File: config.mk
export PLATFORM = sky130hd
export DESIGN_NAME = dual_cache_mem_controller
export DESIGN_NICKNAME = d
export VERILOG_FILES = /design/src/rtl/dual_cache_mem_controller.sv
export SDC_FILE = /design/constraint.sdc
export NUM_CORES = 1
export LEC_CHECK = 0
export BUFFER_PORTS_ARGS = -buffer_cell sky130_fd_sc_hd__buf_4
export CAP_MARGIN = 10
export CORE_UTILIZATION = 39
export DETAILED_ROUTE_END_ITERATION = 10
export PLACE_DENSITY = 0.73
export SETUP_SLACK_MARGIN = 0.2
export SYNTH_ARGS = -nofsm -noshare
export SYNTH_HDL_FRONTEND = slang
export SYNTH_SLANG_ARGS = --single-unit
File: constraint.sdc
create_clock -name clk -period 2.6 [get_ports clk]
set_input_delay 0.52 -clock clk [delete_from_list [all_inputs] [get_ports clk]]
set_output_delay 0.52 -clock clk [all_outputs]
set_load 0.1 [all_outputs]
File: src/rtl/dual_cache_mem_controller.sv
// rtl/dual_cache_mem_controller.sv - two-channel prefetch feeder streaming generated words into FWFT FIFOs
// Each channel walks its source address space once per reset and keeps its FIFO topped up.

module dcmc_channel #(
  parameter int         CACHE_WIDTH = 162,
  parameter int         NUM_WORDS   = 64,
  parameter int         FIFO_DEPTH  = 4,
  parameter logic [1:0] CH_ID       = 2'b00
) (
  input  logic                   clk,
  input  logic                   rst_n,
  input  logic                   clk_en,
  input  logic                   read_req,
  output logic [CACHE_WIDTH-1:0] cache_out,
  output logic                   empty
);

  localparam int              PW      = (FIFO_DEPTH > 1) ? $clog2(FIFO_DEPTH) : 1;
  localparam int              CW      = $clog2(FIFO_DEPTH + 1);
  localparam int              REPS    = CACHE_WIDTH / 18;
  localparam logic [16:0]     END_FA  = 17'(NUM_WORDS);
  localparam logic [CW-1:0]   DEPTH   = CW'(FIFO_DEPTH);
  localparam logic [PW-1:0]   PTR_MAX = PW'(FIFO_DEPTH - 1);

  logic [CACHE_WIDTH-1:0] mem [FIFO_DEPTH];
  logic [PW-1:0]          wr_ptr;
  logic [PW-1:0]          rd_ptr;
  logic [CW-1:0]          count;
  logic [16:0]            fa;
  logic                   push;
  logic                   pop;
  logic [CACHE_WIDTH-1:0] src_word;

  // Source memory is implied: every word is its 18-bit tag repeated across the width.
  assign src_word = {REPS{{CH_ID, fa[15:0]}}};

  // Push decision uses the pre-pop count, so a full FIFO being read does not refill this edge.
  assign push  = (fa < END_FA) && (count < DEPTH);
  assign pop   = read_req && (count != '0);
  assign empty = (count == '0);
  assign cache_out = empty ? '0 : mem[rd_ptr];

  always_ff @(posedge clk or negedge rst_n) begin
    if (!rst_n) begin
      fa     <= '0;
      wr_ptr <= '0;
      rd_ptr <= '0;
      count  <= '0;
      for (int i = 0; i < FIFO_DEPTH; i++) begin
        mem[i] <= '0;
      end
    end else if (clk_en) begin
      if (push) begin
        mem[wr_ptr] <= src_word;
        wr_ptr      <= (wr_ptr == PTR_MAX) ? '0 : wr_ptr + 1'b1;
        fa          <= fa + 17'd1;
      end
      if (pop) begin
        rd_ptr <= (rd_ptr == PTR_MAX) ? '0 : rd_ptr + 1'b1;
      end
      if (push && !pop) begin
        count <= count + 1'b1;
      end else if (pop && !push) begin
        count <= count - 1'b1;
      end
    end
  end

endmodule

module dual_cache_mem_controller #(
  parameter int CACHE_WIDTH = 162,
  parameter int NUM_WORDS   = 64,
  parameter int FIFO_DEPTH  = 4
) (
  input  logic                   clk,
  input  logic                   rst_n,
  input  logic                   clk_en,
  input  logic                   read_req02,
  input  logic                   read_req13,
  output logic [CACHE_WIDTH-1:0] cache_out02,
  output logic [CACHE_WIDTH-1:0] cache_out13,
  output logic                   empty02,
  output logic                   empty13
);

  dcmc_channel #(
    .CACHE_WIDTH(CACHE_WIDTH),
    .NUM_WORDS  (NUM_WORDS),
    .FIFO_DEPTH (FIFO_DEPTH),
    .CH_ID      (2'b00)
  ) u_ch02 (
    .clk      (clk),
    .rst_n    (rst_n),
    .clk_en   (clk_en),
    .read_req (read_req02),
    .cache_out(cache_out02),
    .empty    (empty02)
  );

  dcmc_channel #(
    .CACHE_WIDTH(CACHE_WIDTH),
    .NUM_WORDS  (NUM_WORDS),
    .FIFO_DEPTH (FIFO_DEPTH),
    .CH_ID      (2'b01)
  ) u_ch13 (
    .clk      (clk),
    .rst_n    (rst_n),
    .clk_en   (clk_en),
    .read_req (read_req13),
    .cache_out(cache_out13),
    .empty    (empty13)
  );

endmodule

==> out/metrics.csv <==
stage;metric;value;unit
outcome;status;finished, final reports clean;
floorplan;rows;57;
global_route;grt_max_degree;55;
global_route;grt_pass1_vias;5053;
timing;worst_slack;0.05089;ns
synthesis;synth-edff-count;0;
finish;layout_common_cells;buf_4 (265), dfrtp_1 (180), and2_1 (80), mux2_2 (54), buf_6 (49);
timing;fin_crit_sh;0.9804;
place;gp_congestion;0.6807;
finish;antenna_cells;0;
global_route;antenna_found_initial;0;
finish;final_layout_size_suffix_gt1_frac;0.5618;
place;dp_hpwl;11620;um
place;dpl_cell_area;10560;sq um
detailed_routing;vias;5191;
detailed_routing;drt_iter0_drc;167;
clock_network;root_buffer;clkbuf_16;
clock_network;path_clk_slew;0.07;ns
worst_setup_path;path_cells;buf_8, mux4_2, nor2b_4, buf_12, buf_4;
run;drv_cap;0;
timing;max_freq;392.3;MHz
synthesis;synth.avg_cell_area;11.84;sq um
global_route;grt-ovfl-total;0;
detailed_routing;antenna_left;0;
synthesis;syn_inst;816;
global_route;grt_pass1_wl;27100;um
global_route;grt_use_total;0.1348;
timing;clock_skew;0.008745;ns
worst_setup_path;worst_setup_path_start_kind;flip-flop;
finish;area_delta_synth_final;18.31;%
worst_setup_path;cpMaxStageDelayCell;mux4_2;
timing;tightest_slew;0.5161;ns
timing;rsz0062_at_grt;true;
worst_setup_path;required;2.08;ns
synthesis;netlist_area;9662;sq um
synthesis;seq_area_frac_synth;0.4662;
synthesis;ys_seq_elements;180;
synthesis;synth.top_cells.by_area;dfrtp_1 (47%), buf_4 (23%), mux4_2 (7.7%);
clock_network;clock-sinks;180;
detailed_routing;routed_wl;16900;um
clock_network;clk_path_buf_depth;2;
floorplan;initial_core_util;0.3973;
floorplan;core;24320;sq um
synthesis;yosysTopAreaCell;dfrtp_1;
detailed_routing;viasPerCell;4.366;
detailed_routing;drt_pass1_iterations;4;
worst_setup_path;cp_max_fo;9;
worst_setup_path;end_kind;output pin;
place;io_buffer_count;303;
worst_setup_path;crit_type;reg -> out;
timing;setup_viol;0;
detailed_routing;post-route-drc-count;0;
synthesis;yosys_most_used_dff;dfrtp_1;
floorplan;die_width;159.4;um
clock_network;clk_latency;0.43;ns
worst_setup_path;worstRegToRegCells;8;
timing;finalHoldViolCount;0;
worst_hold_path;hp-class;in -> async;
clock_network;cts_tree;yes;
finish;utilization;0.4700;
finish;layout.nets;873;
synthesis;yosysTopAreaCellShare;0.4662;
detailed_routing;wl_per_cell;14.22;um
floorplan;ios;331;
floorplan;die_h;159.4;um
synthesis;async_flop_share;1.000;
clock_network;hold_buffers;0;
timing;maxSlewHeadroom;0.6559;
worst_setup_path;cp.arrival;2.03;ns
floorplan;die_area;25410;sq um
worst_setup_path;cpPeakStageDelay;0.50;ns
finish;layout_commonest_cell;buf_4;
timing;whs;0.04091;ns
clock_network;htree_levels;4;
synthesis;ys.warnings.count;0;
clock_network;cts_made_buffers;17;
finish;fin_area;11430;sq um
synthesis;ys_types;30;
timing;post-route-min-period;2.549;ns
timing;slew_violations;0;
place;detailedPlace.worstSlack;0.4293;ns
## area by class of cell
type / count / area (sq um)
Multi-Input combinational cell: 320 / 3126
Fill cell: 2115 / 12890
Inverter: 7 / 26.28
Tap cell: 324 / 405.4
Timing Repair Buffer: 326 / 2766
Clock inverter: 13 / 150.1
Clock buffer: 19 / 452.9
Sequential cell: 180 / 4504
## registers in the layout (all words and copies together) (netlist names)
name	count
u_ch02.count	3
u_ch02.fa	17
u_ch02.mem	64
u_ch02.rd_ptr	2
u_ch02.wr_ptr	2
u_ch13.count	3
u_ch13.fa	17
u_ch13.mem	68
u_ch13.rd_ptr	2
u_ch13.wr_ptr	2
## synth_stat cells, types with 6 or more instances
| cell type | count |
|---|---|
| buf_4 | 294 |
| dfrtp_1 | 180 |
| and2_1 | 80 |
| mux2_2 | 54 |
| clkbuf_1 | 35 |
| mux4_2 | 33 |
| nor2b_1 | 33 |
| ha_1 | 14 |
| nand2_1 | 14 |
| xnor2_1 | 11 |
| inv_1 | 7 |
| nand2b_1 | 6 |
| nor2_1 | 6 |
## repair_timing
action | 4_1_cts | 5_1_grt
endpoints found under the setup margin | 297 | 297
resized for setup | 42 | 12
cloned | 0 | 0
setup buffers | 3 | 1
## stage by stage
stage	TNS [ns]	instances
2_1_floorplan	-1.857	842
3_3_place_gp	0	1153
3_5_place_dp	0	1153
4_1_cts	0	1188
5_1_grt	0	1189
6_report	0	1189
## cells by family after synthesis
logic type,after synthesis,synth area share
multiplexers,87,0.1399
flip-flops,180,0.4662
buffers and inverters,342,0.2477
XOR/XNOR,16,0.01450
other,1,0.0003881
AO/OA/AOI/OAI,8,0.005698
adder cells (fa/ha/maj),16,0.02227
AND/OR/NAND/NOR,166,0.1033
## worst paths after layout
check	start	end	slack (ns)
worst max-delay path	u_ch13.rd_ptr[0]$_DFFE_PN0P_	cache_out13[155]	0.05
worst min-delay path	rst_n	u_ch02.mem[638]$_DFFE_PN0P_	0.04
worst max register to register	u_ch13.fa[10]$_DFFE_PN0P_	u_ch13.count[2]$_DFFE_PN0P_	0.39
worst min register to register	u_ch02.fa[12]$_DFFE_PN0P_	u_ch02.fa[12]$_DFFE_PN0P_	0.37
max in group asynchronous	rst_n	u_ch13.rd_ptr[0]$_DFFE_PN0P_	1.76
min in group clk	u_ch02.fa[12]$_DFFE_PN0P_	u_ch02.fa[12]$_DFFE_PN0P_	0.37
## critical path: cells and delay by family, from the launching register on
kind                   cells  cell delay [ns]
buffers and inverters      3             0.55
DFF                        1             0.39
muxes                      1             0.50
and+or+nand+nor            1             0.14
## metal layers
layer	GRT usage	routed length, um	vias to the layer above
met3	0.02917	878	21
li1	-	-	2401
met5	0	0	-
met4	0.04895	278	0
met2	0.2277	8528	191
met1	0.1701	7218	2578
Power is left out: the tool's default activity adds up to more than one toggle a clock period on the data nets, which glitch-free logic cannot reach.
